===== config.mk =====
export PLATFORM = sky130hd
export DESIGN_NAME = condicionador_botoes
export DESIGN_NICKNAME = d
export VERILOG_FILES = /design/src/rtl/condicionador_botoes.sv
export SDC_FILE = /design/constraint.sdc
export NUM_CORES = 1
export LEC_CHECK = 0
export BUFFER_PORTS_ARGS = -buffer_cell sky130_fd_sc_hd__buf_2
export CAP_MARGIN = 20
export CORE_AREA = 5 5 70 72
export DETAILED_ROUTE_END_ITERATION = 12
export DIE_AREA = 0 0 75 77
export PLACE_DENSITY = 0.84
export SLEW_MARGIN = 20
export SYNTH_ARGS = -nofsm -noshare
export SYNTH_HDL_FRONTEND = slang
export SYNTH_SLANG_ARGS = --single-unit

===== constraint.sdc =====
create_clock -name clock -period 4.8 [get_ports clock]
set_input_delay 0.96 -clock clock [delete_from_list [all_inputs] [get_ports clock]]
set_output_delay 0.96 -clock clock [all_outputs]
set_load 0.1 [all_outputs]

===== src/rtl/condicionador_botoes.sv =====
// Button conditioner for a 3x3 board: synchronizes, debounces and rejects multi-press,
// emitting a single one-cycle move pulse per debounced press/release cycle.
module condicionador_botoes #(
  parameter int DEBOUNCE_CICLOS = 50000
) (
  input  logic       clock,
  input  logic       reset,
  input  logic [8:0] botoes,
  input  logic       habilitar,
  output logic [3:0] jogada,
  output logic       tem_jogada,
  output logic       erro_multiplo,
  output logic       ocupado,
  output logic [3:0] db_estado
);

  localparam int CW = $clog2(DEBOUNCE_CICLOS);
  localparam logic [CW-1:0] CNT_MAX = CW'(DEBOUNCE_CICLOS - 1);

  typedef enum logic [1:0] {
    OCIOSO        = 2'd0,
    FILTRANDO     = 2'd1,
    EMITE         = 2'd2,
    ESPERA_SOLTAR = 2'd3
  } estado_t;

  estado_t       estado_q, estado_d;
  logic [8:0]    sinc1_q, sinc_q;
  logic [8:0]    cap_q, cap_d;
  logic [CW-1:0] cnt_q, cnt_d;
  logic [3:0]    jogada_q, jogada_d;
  logic          tem_q, tem_d;
  logic          erro_q, erro_d;

  function automatic logic um_bit(input logic [8:0] v);
    return (v != 9'd0) && ((v & (v - 9'd1)) == 9'd0);
  endfunction

  function automatic logic [3:0] indice(input logic [8:0] v);
    logic [3:0] r;
    r = 4'd0;
    for (int i = 0; i < 9; i++)
      if (v[i]) r = 4'(i);
    return r;
  endfunction

  always_ff @(posedge clock) begin
    if (reset) begin
      sinc1_q  <= '0;
      sinc_q   <= '0;
      estado_q <= OCIOSO;
      cap_q    <= '0;
      cnt_q    <= '0;
      jogada_q <= '0;
      tem_q    <= 1'b0;
      erro_q   <= 1'b0;
    end else begin
      sinc1_q  <= botoes;
      sinc_q   <= sinc1_q;
      estado_q <= estado_d;
      cap_q    <= cap_d;
      cnt_q    <= cnt_d;
      jogada_q <= jogada_d;
      tem_q    <= tem_d;
      erro_q   <= erro_d;
    end
  end

  // Counter is compared against CNT_MAX before incrementing, so it never wraps.
  always_comb begin
    estado_d = estado_q;
    cap_d    = cap_q;
    cnt_d    = cnt_q;
    jogada_d = jogada_q;
    tem_d    = 1'b0;
    erro_d   = erro_q;
    case (estado_q)
      OCIOSO: begin
        if (habilitar && (sinc_q != 9'd0)) begin
          cnt_d = '0;
          if (um_bit(sinc_q)) begin
            estado_d = FILTRANDO;
            cap_d    = sinc_q;
          end else begin
            estado_d = ESPERA_SOLTAR;
            erro_d   = 1'b1;
          end
        end
      end
      FILTRANDO: begin
        if ((sinc_q != cap_q) || !habilitar) estado_d = OCIOSO;
        else if (cnt_q == CNT_MAX)           estado_d = EMITE;
        else                                 cnt_d = cnt_q + CW'(1);
      end
      EMITE: begin
        tem_d    = 1'b1;
        jogada_d = indice(cap_q);
        estado_d = ESPERA_SOLTAR;
        cnt_d    = '0;
      end
      ESPERA_SOLTAR: begin
        if (sinc_q != 9'd0) cnt_d = '0;
        else if (cnt_q == CNT_MAX) begin
          estado_d = OCIOSO;
          erro_d   = 1'b0;
        end else cnt_d = cnt_q + CW'(1);
      end
      default: estado_d = OCIOSO;
    endcase
  end

  assign jogada        = jogada_q;
  assign tem_jogada    = tem_q;
  assign erro_multiplo = erro_q;
  assign ocupado       = (estado_q != OCIOSO);
  assign db_estado     = {2'b00, estado_q};

endmodule


==> impl_summary.log <==
[metrics] Max Root-Sink Buffers: 2
[metrics] maximum fanout along the worst path: 12
[metrics] data required time of the worst path: 4990 ps
[metrics] clock tree from TritonCTS: yes
[metrics] y dimension of the die: 77 um
[metrics] number of iterations in the first detailed-routing pass: 4
[metrics] initial drt markers: 220
[metrics] summed instance area of the synthesized netlist: 2360 um^2
[metrics] setup violation total in the final timing report: 0
[metrics] largest net degree at the start of global routing: 46
[metrics] final wirelength: 4.29 mm
[metrics] commonest non-fill, non-tap cells in the layout: 51 x dfxtp_1, 24 x nor2_1, 21 x xnor2_1
[metrics] post-place instance area: 2430 um^2
[metrics] number of nets with antenna violations after detailed routing: 0
[metrics] worst clock skew on the final layout: 9.83 ps
[metrics] critical path launch point type: flop
[metrics] Compound-Gate Fraction of Synth Area: 0.142
[metrics] detailed-route wire length per cell: 13.2 um
[metrics] TritonCTS Buffers: 5
[metrics] vias in the first global route: 1675
[metrics] Max VDD drop: 0.000194 V
[metrics] global-route wire length before repair: 7.47 mm
[metrics] Filler Cell Count: 368
[metrics] time the final worst path needs with I/O delays and setup: 2760 ps
[metrics] final hold violation count: 0
[metrics] Die Footprint: 5780 um^2
[metrics] depth of the most critical reg-to-reg path: 6
[metrics] post-synthesis simple-gate area fraction: 0.273
[metrics] number of sinks driven by the clock tree: 51
[metrics] share of layout cells above drive strength 1: 0.135
[metrics] most common library cell in the layout ignoring fill and taps: dfxtp_1
[metrics] number of warnings reported in the yosys synthesis log: 0
[metrics] detailed-placement wirelength estimate: 2.93 mm
[metrics] Clock Latency Late Sink: 310 ps
[metrics] Post-CTS Setup Bufs: 0
[metrics] R2R Path Start: sinc_q[1]$_SDFF_PP0_
[metrics] library cells used by synthesis: 50
[metrics] Worst Tran Pin Value: 913 ps
[metrics] diode insertion count for antenna repair: 0
[metrics] Pins Over Slew Limit: 0
[metrics] initial core utilization: 0.557
[metrics] clock transition at the registers of the reported paths: 90 ps
[metrics] Pwr per Cell Area: 366 nW/um^2
[metrics] quantity of I/O buffers inserted on ports: 20
[metrics] initial antenna violation count: 0
[metrics] Post-Synth Adder-Cell Area: 0.00955
[metrics] Die Span X: 75 um
[metrics] Leakage Power: 0.856 nW
[metrics] XOR/XNOR share of the synthesized area: 0.0817
[metrics] cell at the root of the clock tree: clkbuf_8
[metrics] layout overhead on the synthesized area: 8.12%
[metrics] multiplexer fraction of the synthesized cell area: 0.00849
[metrics] total of cells resized after clock tree synthesis: 0
[metrics] sort of element at the end of the critical path: flop
[metrics] # DRC: 0
[metrics] top-level I/O count: 23
[metrics] number of H-tree levels: 2
[metrics] worst r2r dst: cap_q[5]$_SDFFE_PP0P_
[metrics] main combinational cell family by area after synthesis: simple AND/OR/NAND/NOR gates
[metrics] run status: finished clean
[metrics] mean instance size in the synthesized netlist: 9.00 um^2
[metrics] Worst setup startpoint: sinc_q[1]$_SDFF_PP0_
[metrics] sequential share of the synthesized area: 0.433
[metrics] critical hold path startpoint: sinc1_q[7]$_SDFF_PP0_
[metrics] maxcap violations: 0
[metrics] setup repair after global routing missed its margin: no
[metrics] worst relative slew slack: 0.389
[metrics] path type of the worst setup path: flop to flop
[metrics] Hold WC Path Type: flop to flop
[metrics] Fin Setup TNS: 0 ps
[metrics] Non-Filler Cell Area, Final: 2550 um^2
[metrics] highest clock rate: 362 MHz
[metrics] number of core rows: 24
[metrics] NumNets Final: 286
[metrics] reg2reg setup slack: 2040 ps
[metrics] area of the core: 4230 um^2
[metrics] capturing instance or port of the critical path: cap_q[5]$_SDFFE_PP0P_
[metrics] final clock period utilization by the worst path: 0.576
[metrics] flip-flop and latch count after synthesis: 51
[metrics] total number of vias: 1826
[metrics] data arrival time of the worst path: 2950 ps
[metrics] hold buffers post-CTS: 0
[metrics] Post-Syn Instances: 262
[metrics] weighted congestion at the end of routability-driven global placement: 0.832
[metrics] overall global routing resource usage: 0.166
[metrics] overall overflow remaining after global route: 0
[metrics] via count normalized by instance count: 5.60
==> worst min path at each step <==
| stage | depth (start not counted) | to |
|---|---|---|
| floorplan | 1 | sinc_q[0]$_SDFF_PP0_ |
| global placement | 1 | sinc_q[4]$_SDFF_PP0_ |
| detailed placement | 1 | sinc_q[5]$_SDFF_PP0_ |
| CTS | 1 | sinc_q[5]$_SDFF_PP0_ |
| global route | 1 | sinc_q[1]$_SDFF_PP0_ |
| finish | 1 | sinc_q[7]$_SDFF_PP0_ |
==> layer usage <==
layer  track usage  up-vias  wire length (um)
met4        0.0890        0               110
met2         0.240       47              1930
li1              -      937                 -
met5             0        -                 0
met1         0.224      833              2030
met3        0.0392        9               218
==> stage by stage <==
| step | hold slack [ps] | util | std cells | setup WS, ps | total power, mW |
|---|---|---|---|---|---|
| floorplan | 414 | - | 263 | 1810 | 0.617 |
| global placement | 416 | 0.575 | 318 | 2070 | 0.634 |
| detailed placement | 424 | 0.575 | 318 | 1950 | 0.636 |
| CTS | 446 | 0.602 | 326 | 2050 | 0.939 |
| global route | 461 | 0.602 | 326 | 1820 | 0.974 |
| finish | 444 | 0.602 | 326 | 2040 | 0.933 |
==> cells in the mapped netlist (all sizes together) <==
| cell type | n | area share |
|---|---|---|
| clkbuf | 8 | 0.013 |
| and2 | 1 | 0.0027 |
| a21oi | 14 | 0.031 |
| nand2 | 12 | 0.020 |
| a311oi | 1 | 0.0037 |
| maj3 | 1 | 0.0042 |
| nand4 | 4 | 0.011 |
| nor2b | 19 | 0.050 |
| inv | 7 | 0.011 |
| or4b | 1 | 0.0042 |
| nor2 | 24 | 0.038 |
| a31o | 1 | 0.0037 |
| nand2b | 9 | 0.024 |
| a2111oi | 3 | 0.014 |
| and3 | 1 | 0.0027 |
| o21ba | 1 | 0.0042 |
| xnor2 | 21 | 0.078 |
| mux2i | 2 | 0.0085 |
| nor3b | 2 | 0.0064 |
| o211ai | 1 | 0.0032 |
| buf | 9 | 0.027 |
| or3 | 3 | 0.010 |
| ha | 1 | 0.0053 |
| xor2 | 1 | 0.0037 |
| nor3 | 8 | 0.017 |
| a211oi | 8 | 0.025 |
| nand3 | 7 | 0.015 |
| o31ai | 5 | 0.016 |
| o21a | 1 | 0.0032 |
| nor4 | 3 | 0.0080 |
| o21bai | 1 | 0.0032 |
| nor4bb | 1 | 0.0042 |
| nand4bb | 1 | 0.0048 |
| o21ai | 10 | 0.021 |
| dfxtp | 51 | 0.43 |
| and4 | 1 | 0.0037 |
| conb | 1 | 0.0016 |
| a211o | 1 | 0.0074 |
| nand4b | 9 | 0.033 |
| a31oi | 1 | 0.0027 |
| or4 | 5 | 0.018 |
| a21o | 1 | 0.0032 |
==> area by class of cell <==
class                           instances  area, um^2  share of cell area
Inverter                                7        26.3              0.0103
Timing Repair Buffer                   20         100              0.0393
Tap cell                               52        65.1              0.0255
Clock inverter                          3        47.5              0.0186
Sequential cell                        51        1020               0.400
Multi-Input combinational cell        188        1220               0.479
Clock buffer                            5        68.8              0.0270
==> cell families after synthesis <==
group	Yosys count
and+or+nand+nor	111
DFF	51
AOI/OAI and AO/OA	49
buffers and inverters	24
xor gates and xnor gates	22
adders and majority gates	2
muxes	2
other	1
==> report_power, final <==
group          switching (mW)  internal (mW)  total (mW)
Sequential             0.0179          0.439       0.457
Combinational           0.125         0.0456       0.171
Clock                   0.147          0.158       0.305
==> worst max-delay path, stage by stage (launching register included) <==
cell	delay, ps
dfxtp_1	360
or4_4	570
nor3_1	230
o21ai_0	150
a31oi_1	760
and2_1	410
o21ai_0	160
==> registers in the layout, indices dropped and copies added, names as in the netlist <==
name           cells
jogada             4
estado_q           2
tem_jogada         1
sinc_q             9
cap_q              9
erro_multiplo      1
cnt_q             16
sinc1_q            9
No activity file was read; power rests on OpenSTA's default activity.
